## config.mk

```make
export PLATFORM = sky130hd
export DESIGN_NAME = shift_issue_stage
export DESIGN_NICKNAME = d
export VERILOG_FILES = /design/src/rtl/shift_issue_stage.sv
export SDC_FILE = /design/constraint.sdc
export NUM_CORES = 1
export LEC_CHECK = 0
export ABC_CLOCK_PERIOD_IN_PS = 2250
export CAP_MARGIN = 40
export CORE_MARGIN = 1
export CORE_UTILIZATION = 45
export CTS_CLUSTER_DIAMETER = 50
export CTS_CLUSTER_SIZE = 24
export DETAILED_ROUTE_END_ITERATION = 8
export GPL_ROUTABILITY_DRIVEN = 0
export PLACE_DENSITY_LB_ADDON = 0.1
export RECOVER_POWER = 25
export SETUP_SLACK_MARGIN = 0.15
export SYNTH_ARGS = -nofsm -noshare
export SYNTH_HDL_FRONTEND = slang
export SYNTH_SLANG_ARGS = --single-unit
```

## constraint.sdc

```tcl
create_clock -name clk -period 2.25 [get_ports clk]
set_clock_uncertainty 0.1 [all_clocks]
set_input_delay 0.45 -clock clk [delete_from_list [all_inputs] [get_ports clk]]
set_output_delay 0.45 -clock clk [all_outputs]
set_load 0.02 [all_outputs]
```

## src/rtl/shift_issue_stage.sv

```systemverilog
// ============================================================================
// Module      : shift_issue_stage
// Description : Decodes the RV32I shift instructions and issues shifter operands
//               through a two-entry skid buffer; non-shift instructions are dropped.
//               Optional macro SHIFT_ILLEGAL_TRAP_EN enables malformed-encoding trap.
// Revision    : 1.0 - initial release
// ============================================================================
`default_nettype none

module shift_issue_stage (
    input  logic        clk,
    input  logic        rst,
    input  logic        flush,
    input  logic        in_valid,
    output logic        in_ready,
    input  logic [31:0] in_instr,
    input  logic [31:0] in_rs1_val,
    input  logic [31:0] in_rs2_val,
    output logic        out_valid,
    input  logic        out_ready,
    output logic [31:0] out_a,
    output logic [4:0]  out_shamt,
    output logic [1:0]  out_type,
    output logic [4:0]  out_rd,
    output logic        out_illegal
);

    localparam logic [6:0] c_OP_REG = 7'b0110011;
    localparam logic [6:0] c_OP_IMM = 7'b0010011;
    localparam logic [1:0] c_T_SRL  = 2'b00;
    localparam logic [1:0] c_T_SLL  = 2'b01;
    localparam logic [1:0] c_T_SRA  = 2'b10;
    localparam logic [1:0] c_T_PASS = 2'b11;

    typedef struct packed {
        logic [31:0] a;
        logic [4:0]  shamt;
        logic [1:0]  typ;
        logic [4:0]  rd;
`ifdef SHIFT_ILLEGAL_TRAP_EN
        logic        ill;
`endif
    } entry_t;

    logic   r_v0;
    logic   r_v1;
    logic   r_in_ready;
    entry_t r_e0;
    entry_t r_e1;

    logic       w_op_reg;
    logic       w_op_imm;
    logic [2:0] w_funct3;
    logic [6:0] w_funct7;
    logic       w_is_shift;
    logic [1:0] w_type;
    logic       w_illegal;
    entry_t     w_new;
    logic       w_enq;
    logic       w_out_fire;
    logic       w_v0_nxt;
    logic       w_v1_nxt;
    logic       w_ld0_new;
    logic       w_ld0_skid;
    logic       w_ld1;
    logic       w_unused;

    assign w_op_reg = (in_instr[6:0] == c_OP_REG);
    assign w_op_imm = (in_instr[6:0] == c_OP_IMM);
    assign w_funct3 = in_instr[14:12];
    assign w_funct7 = in_instr[31:25];

    always_comb begin
        w_is_shift = 1'b0;
        w_type     = c_T_PASS;
        w_illegal  = 1'b0;
        if (w_op_reg || w_op_imm) begin
            if (w_funct3 == 3'b001) begin
                w_is_shift = 1'b1;
                w_type     = c_T_SLL;
`ifdef SHIFT_ILLEGAL_TRAP_EN
                if (w_funct7 != 7'b0000000) begin
                    w_type    = c_T_PASS;
                    w_illegal = 1'b1;
                end
`endif
            end else if (w_funct3 == 3'b101) begin
                w_is_shift = 1'b1;
`ifdef SHIFT_ILLEGAL_TRAP_EN
                case (w_funct7)
                    7'b0000000: w_type = c_T_SRL;
                    7'b0100000: w_type = c_T_SRA;
                    default: begin
                        w_type    = c_T_PASS;
                        w_illegal = 1'b1;
                    end
                endcase
`else
                w_type = in_instr[30] ? c_T_SRA : c_T_SRL;
`endif
            end
        end
    end

    always_comb begin
        w_new       = '0;
        w_new.a     = in_rs1_val;
        w_new.shamt = w_op_reg ? in_rs2_val[4:0] : in_instr[24:20];
        w_new.typ   = w_type;
        w_new.rd    = in_instr[11:7];
`ifdef SHIFT_ILLEGAL_TRAP_EN
        w_new.ill   = w_illegal;
`endif
    end

    assign w_enq      = in_valid && r_in_ready && w_is_shift;
    assign w_out_fire = r_v0 && out_ready;

    // Entry 1 only ever fills when entry 0 is held, so it drains into entry 0 first.
    always_comb begin
        w_v0_nxt   = r_v0;
        w_v1_nxt   = r_v1;
        w_ld0_new  = 1'b0;
        w_ld0_skid = 1'b0;
        w_ld1      = 1'b0;
        if (w_out_fire && r_v1) begin
            w_ld0_skid = 1'b1;
            w_v1_nxt   = w_enq;
            w_ld1      = w_enq;
        end else if (w_out_fire || !r_v0) begin
            w_v0_nxt  = w_enq;
            w_ld0_new = w_enq;
        end else if (w_enq) begin
            w_v1_nxt = 1'b1;
            w_ld1    = 1'b1;
        end
    end

    always_ff @(posedge clk) begin
        if (rst) begin
            r_v0       <= 1'b0;
            r_v1       <= 1'b0;
            r_in_ready <= 1'b1;
            r_e0       <= '0;
            r_e0.typ   <= c_T_PASS;
            r_e1       <= '0;
        end else if (flush) begin
            r_v0       <= 1'b0;
            r_v1       <= 1'b0;
            r_in_ready <= 1'b1;
        end else begin
            r_v0       <= w_v0_nxt;
            r_v1       <= w_v1_nxt;
            r_in_ready <= !w_v1_nxt;
            if (w_ld0_skid) begin
                r_e0 <= r_e1;
            end else if (w_ld0_new) begin
                r_e0 <= w_new;
            end
            if (w_ld1) begin
                r_e1 <= w_new;
            end
        end
    end

    assign in_ready  = r_in_ready;
    assign out_valid = r_v0;
    assign out_a     = r_e0.a;
    assign out_shamt = r_e0.shamt;
    assign out_type  = r_e0.typ;
    assign out_rd    = r_e0.rd;
`ifdef SHIFT_ILLEGAL_TRAP_EN
    assign out_illegal = r_e0.ill;
`else
    assign out_illegal = 1'b0;
`endif

    // Operand fields the shifter never needs.
    assign w_unused = &{1'b0, in_instr[19:15], in_rs2_val[31:5], w_funct7, w_illegal};

endmodule

`default_nettype wire

```

==> run_results.csv, run 1 <==
group,metric,value,unit
yosys,synth_xor_area_share,0,%
final_layout,final_nets,696,
detailed_routing,dr.pass1.iters,4,
global_routing,antenna_found_initial,0,
setup_path,cp_num_cells,5,
yosys,netlist_area,4340,sq um
floorplanning,die_h,100,um
place,place_ws,-154,ps
clocking,postCtsHoldBufs,0,
final_layout,diodes,0,
global_routing,groute.usage.overall,24.1,%
clocking,cts_root_buf,"clkbuf_8",
sta,min_period_over_period,91.4,%
setup_path,cp-start-kind,"input port",
final_layout,areaGrowthSynthToFinish,35.2,%
sta,period_minus_slack,2060,ps
global_routing,grt_pass1_wl,19300,um
detailed_routing,dr_total_vias,4108,
final_layout,final_common_cell,"dfxtp_1",
yosys,synthMuxAreaShare,0,%
floorplanning,start_util,46.7,%
detailed_routing,via_per_inst,5.64,
detailed_routing,antenna_left,0,
sta,fmax,0.486,GHz
place,post-dp-hpwl,7780,um
yosys,synth-simple-area-share,16.0,%
floorplanning,dieWidth,100,um
final_layout,layout-drive-gt1-share,16.3,%
final_layout,layout_common_cells,"90 x dfxtp_1, 87 x a21oi_1, 77 x nand2_1",
global_routing,first_global_vias,4079,
setup_path,critical_path.max_stage_delay,530,ps
clocking,clkSinkCount,91,
detailed_routing,wl,11700,um
outcome,status,"completed",
global_routing,grt.overflow.total,0,
power,max-vdd-ir-drop,0.400,mV
detailed_routing,drt_iter0_drc,214,
yosys,synth.net_count,594,
yosys,syn-instance-count,493,
yosys,synth_edf_count,0,
setup_path,crit_path_cell_trace,"clkdlybuf4s50_1 > and4bb_1 > nand3_1 > a2111oi_0 > nor3_1",
setup_path,critical_path_class,"input port to flop",
setup_path,path_delay_family,"simple AND/OR/NAND/NOR gates",
yosys,synth_top_family_by_area,"compound AO/OA/AOI/OAI gates",
sta,hold_viol_final,0,
floorplanning,core,9280,sq um
sta,drv_slew,0,
yosys,synth.avg_cell_area,8.80,sq um
sta,slew_headroom,67.9,%
place,numPortBuffers,108,
yosys,ys.flop_type,"dfxtp_1",
detailed_routing,route.detailed.drc,0,
clocking,tritoncts,"built",
flow_run,maxCapViolCount,0,
detailed_routing,wl_per_cell,16.0,um
sta,setup_viol,0,
floorplanning,dieArea,10000,sq um
final_layout,design_area,5870,sq um
sta,worst_pin_slew,469,ps
clocking,htreeDepth,3,
floorplanning,rows,35,
clocking,cts_max_path_buffers,2,
yosys,synth_cell_types,46,
setup_path,worstRegToRegCells,6,
setup_path,cp-end-kind,"flop",
worst_hold_path,hold_path_class,"flop to flop",
power,power_density,511,nW/um^2
power,p_leak,2.00,nW
sta,setup_slack,193,ps
setup_path,slowest_stage,"a2111oi_0",
worst_hold_path,hold_path_depth,2,
yosys,synthAdderAreaFrac,0,%
floorplanning,pin_count,148,
yosys,yosys_register_bits,91,
clocking,clk_pin_slew_worst_paths,90,ps
global_routing,grt_max_degree,37,
setup_path,arrival,2180,ps
yosys,synth_compound_area_share,34.1,%
sta,rsz0062_at_grt,"false",
clocking,clk_latency,350,ps
clocking,cts-buffers-inserted,9,
yosys,yosys_warnings,0,
yosys,ys_seq_area_share,42.0,%
yosys,synthArstFlopShare,0,%
place,placed_area,5670,sq um
setup_path,critPathRequiredTime,2370,ps
setup_path,worst-path-buf-inv,1,
final_layout,fin_util,63.2,%
sta,finalSetupTns,0,ps
setup_path,critPathMaxFanout,6,
## synth_stat cells (6+ instances only)
| cell type | n | area share (%) |
|---|---|---|
| buf_6 | 7 | 1.8 |
| inv_1 | 8 | 0.69 |
| nand2_1 | 77 | 6.7 |
| nand3_1 | 40 | 4.6 |
| a211oi_1 | 10 | 1.7 |
| buf_2 | 8 | 0.92 |
| a21oi_1 | 88 | 10 |
| clkbuf_1 | 25 | 2.2 |
| a311oi_2 | 35 | 12 |
| dfxtp_1 | 91 | 42 |
| buf_4 | 6 | 1.0 |
| o21ai_0 | 39 | 4.5 |
| a21boi_0 | 6 | 1.0 |
## cell type report
cell class / count / area (sq um)
Tap cell: 129 / 161
Multi-Input combinational cell: 343 / 2200
Clock inverter: 7 / 76.3
Timing Repair Buffer: 142 / 1450
Inverter: 8 / 30.0
Sequential cell: 91 / 1820
Fill cell: 833 / 3420
Clock buffer: 9 / 124
## worst min-delay path, delay by kind of cell, from the launching register on
| family | cells | cell delay [ps] |
|---|---|---|
| AO/OA/AOI/OAI | 2 | 120 |
| flip-flops | 1 | 310 |
## state kept, by name (all words and copies together) (netlist names), named ones only
register / cells
r_e1: 44
out_a: 32
out_rd: 5
out_shamt: 5
out_type: 2
in_ready: 1
out_valid: 1
## through the flow
stage               instances  hold WS (ps)  power, mW
finish                    729           378       3.00
global route              729           406       3.12
floorplan                 493           352       1.75
detailed placement        713           366       1.90
global placement          713           359       1.90
CTS                       729           379       3.03
## repair_timing
| item | in CTS | in global routing |
|---|---|---|
| setup endpoints to repair | 1 | 1 |
| resized for setup | 1 | 1 |
| setup buffers | 0 | 0 |
## power breakdown
group	total, mW	internal [mW]	leakage, nW	switching [mW]
Sequential	1.61	1.61	0.733	0.000545
Combinational	0.258	0.137	1.16	0.121
Clock	1.13	0.524	0.102	0.608
## worst paths after layout
| kind | from | endpoint | slack (ps) |
|---|---|---|---|
| setup reg to reg | in_ready | out_rd[0] | 540 |
| hold / removal | r_e1[17] | r_e1[17] | 380 |
| hold reg to reg | r_e1[17] | r_e1[17] | 380 |
| setup / recovery | in_instr[1] | r_e1[6] | 190 |
## cells by family after synthesis
group / count (synthesis)
flops: 91
simple gates: 143
compound gates: 199
buf+inv: 59
other cells: 1
## layer usage
layer  up-vias  global-route usage, %  wire [um]
li1       2019                      -          -
met1      1965                   30.3       5240
met2       111                   42.8       5910
met3        13                   3.20        442
met5         -                      0          0
met4         0                   7.58         93
(Power assumes the default switching activity.)
==> inputs of run 2 (changes only) <==
- CORE_UTILIZATION: 45 -> 46
- SLEW_MARGIN: unset -> 10
==> run_results.csv, run 2 (synthesized netlist as in run 1, its figures left out) <==
group,metric,value,unit
floorplanning,pin_count,148,
sta,fmax,0.495,GHz
floorplanning,dieWidth,99.1,um
sta,period_minus_slack,2020,ps
sta,min_period_over_period,89.8,%
detailed_routing,dr.pass1.iters,4,
final_layout,layout_common_cells,"90 x dfxtp_1, 87 x a21oi_1, 77 x nand2_1",
place,dp_cells,694,
detailed_routing,via_per_inst,5.72,
clocking,clk_latency,360,ps
clocking,clk_pin_slew_worst_paths,80,ps
sta,rsz0062_at_grt,"false",
detailed_routing,wl,11600,um
setup_path,critical_path_class,"flop to output port",
sta,hold_viol_final,0,
detailed_routing,route.detailed.drc,0,
power,p_leak,2.02,nW
outcome,status,"completed",
power,power.total,3.37,mW
global_routing,antenna_found_initial,0,
power,netSwitchingFraction,19.9,%
final_layout,largest_reg_flops,44,
final_layout,fillCellCount,784,
setup_path,cp-end-kind,"output port",
place,post-dp-hpwl,7700,um
clocking,cts_max_path_buffers,2,
power,clockPowerShare,44.8,%
clocking,cts-buffers-inserted,9,
clocking,cts_setup_buffers,0,
clocking,clkSinkCount,91,
final_layout,finalNonFillerCells,709,
setup_path,cp-start-kind,"flop",
floorplanning,core,9200,sq um
power,power_density,573,nW/um^2
final_layout,regMostFlops,"r_e1",
floorplanning,start_util,47.2,%
final_layout,areaGrowthSynthToFinish,35.5,%
power,max-vdd-ir-drop,0.394,mV
detailed_routing,wl_met2,5930,um
detailed_routing,antenna_left,0,
global_routing,groute.usage.overall,24.4,%
power,seq_power_share,47.8,%
clocking,tritoncts,"built",
setup_path,critPathMaxFanout,10,
final_layout,layout-drive-gt1-share,15.7,%
setup_path,ff2ff_setup_slack,590,ps
setup_path,crit_path_cell_trace,"clkdlybuf4s50_1",
floorplanning,dieArea,9830,sq um
setup_path,critical_path.max_stage_delay,660,ps
setup_path,path_delay_family,"buffers and inverters",
global_routing,grt_max_degree,33,
global_routing,first_global_vias,3974,
detailed_routing,wl_per_cell,16.3,um
setup_path,arrival,1470,ps
final_layout,final_common_cell,"dfxtp_1",
setup_path,slowest_stage,"clkdlybuf4s50_1",
clocking,postCtsHoldBufs,0,
power,p_int,2.70,mW
flow_run,maxCapViolCount,0,
clocking,cts_root_buf,"clkbuf_8",
global_routing,grt_pass1_wl,19200,um
floorplanning,die_h,99.1,um
detailed_routing,drt_iter0_drc,128,
detailed_routing,dr_wl_met3,499,um
sta,drv_slew,0,
power,power_frac_comb,7.5,%
final_layout,final_nets,695,
setup_path,critPathRequiredTime,1700,ps
floorplanning,rows,35,
sta,setup_viol,0,
detailed_routing,met1Wirelength,5010,um
final_layout,diodes,0,
detailed_routing,dr_total_vias,4054,
power,p_switching,672,uW
final_layout,fin_util,63.9,%
worst_hold_path,hold_path_class,"flop to flop",
global_routing,grt.overflow.total,0,
clocking,htreeDepth,3,
place,numPortBuffers,108,
setup_path,worst-path-buf-inv,1,
detailed_routing,highest_layer,"met4",
run 2: cell type report:
| cell class | instances | area, sq um | area share (%) |
|---|---|---|---|
| Sequential cell | 91 | 1820 | 31.0 |
| Multi-Input combinational cell | 343 | 2200 | 37.4 |
| Clock inverter | 5 | 150 | 2.55 |
| Inverter | 8 | 30.0 | 0.511 |
| Clock buffer | 10 | 128 | 2.17 |
| Tap cell | 111 | 139 | 2.36 |
| Timing Repair Buffer | 141 | 1410 | 24.0 |
run 2: worst paths after layout:
kind,from,endpoint,cells past startpoint
min reg2reg,r_e1[16],r_e1[16],2
max,out_valid,out_valid,1
min,r_e1[16],r_e1[16],2
max reg2reg,in_ready,out_a[13],5
run 2: routing by layer:
layer | global-route usage, % | vias up
met5 | 0 | -
met4 | 7.69 | 0
met3 | 5.62 | 16
met2 | 42.9 | 97
met1 | 29.6 | 1926
li1 | - | 2015
run 2: power groups by stage:
| stage | logic, mW | registers (mW) | clock network, mW |
|---|---|---|---|
| final | 0.252 | 1.61 | 1.51 |
| after floorplan | 0.100 | 1.65 | 0 |
| after CTS | 0.253 | 1.61 | 1.54 |
| after global placement | 0.249 | 1.65 | 0 |
| after global routing | 0.271 | 1.61 | 1.62 |
| after detailed placement | 0.251 | 1.65 | 0 |
run 2: stage by stage:
step                      setup WS (ps)  cell area, sq um  hold slack (ps)  TNS (ps)
final                               230              5880              379         0
after global routing                137              5880              403         0
after CTS                           212              5880              379         0
after detailed placement          -72.5              5600              366     -1990
after global placement            -36.7              5600              360      -586
after floorplan                     452              4340              352         0
run 2: repair_timing:
action                     in CTS  in global routing
resized for setup               1                  0
setup endpoints to repair       1                  0
hold endpoints to repair        0                  0
run 2: worst reg2reg max path, cell delays in order, from the launching register on:
cell      delay (ps)
dfxtp_1          370
nand4b_2         180
o31ai_4          240
buf_4            310
a21oi_1          130
a311oi_2         240
==> inputs of run 3 (changes only) <==
- ABC_CLOCK_PERIOD_IN_PS: 2250 -> unset
- CORE_UTILIZATION: 46 -> 47
- CTS_BUF_LIST: unset -> sky130_fd_sc_hd__clkbuf_8
==> run_results.csv, run 3 (synthesized netlist as in run 1, its figures left out) <==
group,metric,value,unit
outcome,status,"finished with violations",
outcome,violations,"design-rule violations",
floorplanning,rows,34,
global_routing,antenna_found_initial,0,
floorplanning,dieArea,9620,sq um
detailed_routing,route.detailed.drc,9,
clocking,cts_root_buf,"clkbuf_8",
setup_path,cp-end-kind,"output port",
final_layout,areaGrowthSynthToFinish,33.1,%
setup_path,worst-path-buf-inv,1,
final_layout,seqCellArea,1820,sq um
sta,setup_slack,227,ps
detailed_routing,dr_total_vias,4091,
detailed_routing,drt_iter0_drc,156,
clocking,cts-buffers-inserted,9,
clocking,clk_latency,370,ps
clocking,clk_pin_slew_worst_paths,90,ps
sta,rsz0062_at_grt,"true",
final_layout,design_area,5780,sq um
global_routing,grt_pass1_wl,19400,um
floorplanning,pin_count,148,
flow_run,maxCapViolCount,0,
sta,slew_headroom,65.4,%
power,max-vdd-ir-drop,0.273,mV
sta,setup_viol,0,
setup_path,crit_path_cell_trace,"clkdlybuf4s50_1",
clocking,htreeDepth,3,
worst_hold_path,hold_path_class,"flop to flop",
floorplanning,core,8850,sq um
setup_path,path_delay_family,"buffers and inverters",
global_routing,groute.usage.overall,25.1,%
sta,fmax,0.494,GHz
global_routing,first_global_vias,4057,
clocking,cts_max_path_buffers,2,
power,power.total,2.84,mW
sta,min_period_over_period,89.9,%
clocking,cts_setup_buffers,0,
detailed_routing,dr.pass1.iters,7,
clocking,clkSinkCount,91,
final_layout,layout_common_cells,"90 x dfxtp_1, 87 x a21oi_1, 84 x clkdlybuf4s50_1",
global_routing,grt.overflow.total,0,
final_layout,regMostFlops,"r_e1",
setup_path,cp-start-kind,"flop",
detailed_routing,wl_per_cell,16.4,um
setup_path,slowest_stage,"clkdlybuf4s50_1",
setup_path,critical_path.max_stage_delay,670,ps
place,placed_area,5610,sq um
place,numPortBuffers,108,
place,post-dp-hpwl,7800,um
setup_path,critPathRequiredTime,1700,ps
setup_path,critPathMaxFanout,10,
power,p_leak,1.95,nW
setup_path,arrival,1470,ps
final_layout,final_common_cell,"dfxtp_1",
sta,worst_pin_slew,519,ps
floorplanning,die_h,98.1,um
final_layout,final_nets,696,
sta,period_minus_slack,2020,ps
detailed_routing,wl,11600,um
sta,hold_viol_final,0,
final_layout,multi_input_area,2200,sq um
sta,drv_slew,0,
final_layout,layout-drive-gt1-share,16.2,%
final_layout,diodes,0,
detailed_routing,antenna_left,0,
place,place_ws,-152,ps
setup_path,critical_path_class,"flop to output port",
final_layout,fillCellCount,772,
final_layout,largest_reg_flops,44,
power,power_density,492,nW/um^2
global_routing,grt_max_degree,46,
detailed_routing,via_per_inst,5.79,
floorplanning,dieWidth,98.1,um
floorplanning,start_util,49.0,%
clocking,tritoncts,"built",
[run 3: cell types whose count changed in the layout (fill, tap and decap cells not counted), sizes merged]
cell | before | now
inv | 8 | 9
dlygate4sd3 | 33 | 23
buf | 33 | 35
bufinv | 5 | 0
clkbuf | 11 | 9
clkdlybuf4s50 | 74 | 84
clkinvlp | 0 | 2
clkinv | 0 | 3
[run 3: area by class of cell]
class,count,area share (%)
well taps,108,2.34
clock inverters,6,0.736
multi-input cells,343,38.1
flip-flops and latches,91,31.6
repair buffers,142,24.6
inverters,8,0.520
clock buffers,9,2.14
[run 3: repair_timing]
item | CTS | global route
endpoints found under the setup margin | 1 | 1
hold buffers | 0 | 0
gates resized for setup | 1 | 1
[run 3: path summary, 6_finish.rpt]
path / startpoint / to / slack [ps] / depth (start not counted)
worst max-delay path: out_valid / out_valid / 230 / 1
worst min-delay path: r_e1[18] / r_e1[18] / 380 / 2
worst max register to register: out_valid / out_a[7] / 460 / 5
worst min register to register: r_e1[18] / r_e1[18] / 380 / 2
[run 3: power by group]
part	internal, mW	switching [mW]	total [mW]
Combinational	0.136	0.120	0.255
Clock	0.397	0.582	0.979
Sequential	1.61	0.000529	1.61
[run 3: routing by layer]
metal	vias to the layer above	GRT usage (%)	routed length (um)
met1	1950	30.0	4970
met5	-	0	0
met3	22	4.80	555
met2	106	44.1	5740
li1	2013	-	-
met4	0	9.91	301
[run 3: per-stage QoR]
step	cells	setup TNS [ps]	hold slack [ps]	util [%]
2_1_floorplan	493	0	352	-
3_3_place_gp	692	-454	360	63.4
6_report	707	0	377	65.3
4_1_cts	707	0	380	65.3
5_1_grt	707	0	399	65.3
3_5_place_dp	692	-2660	367	63.4
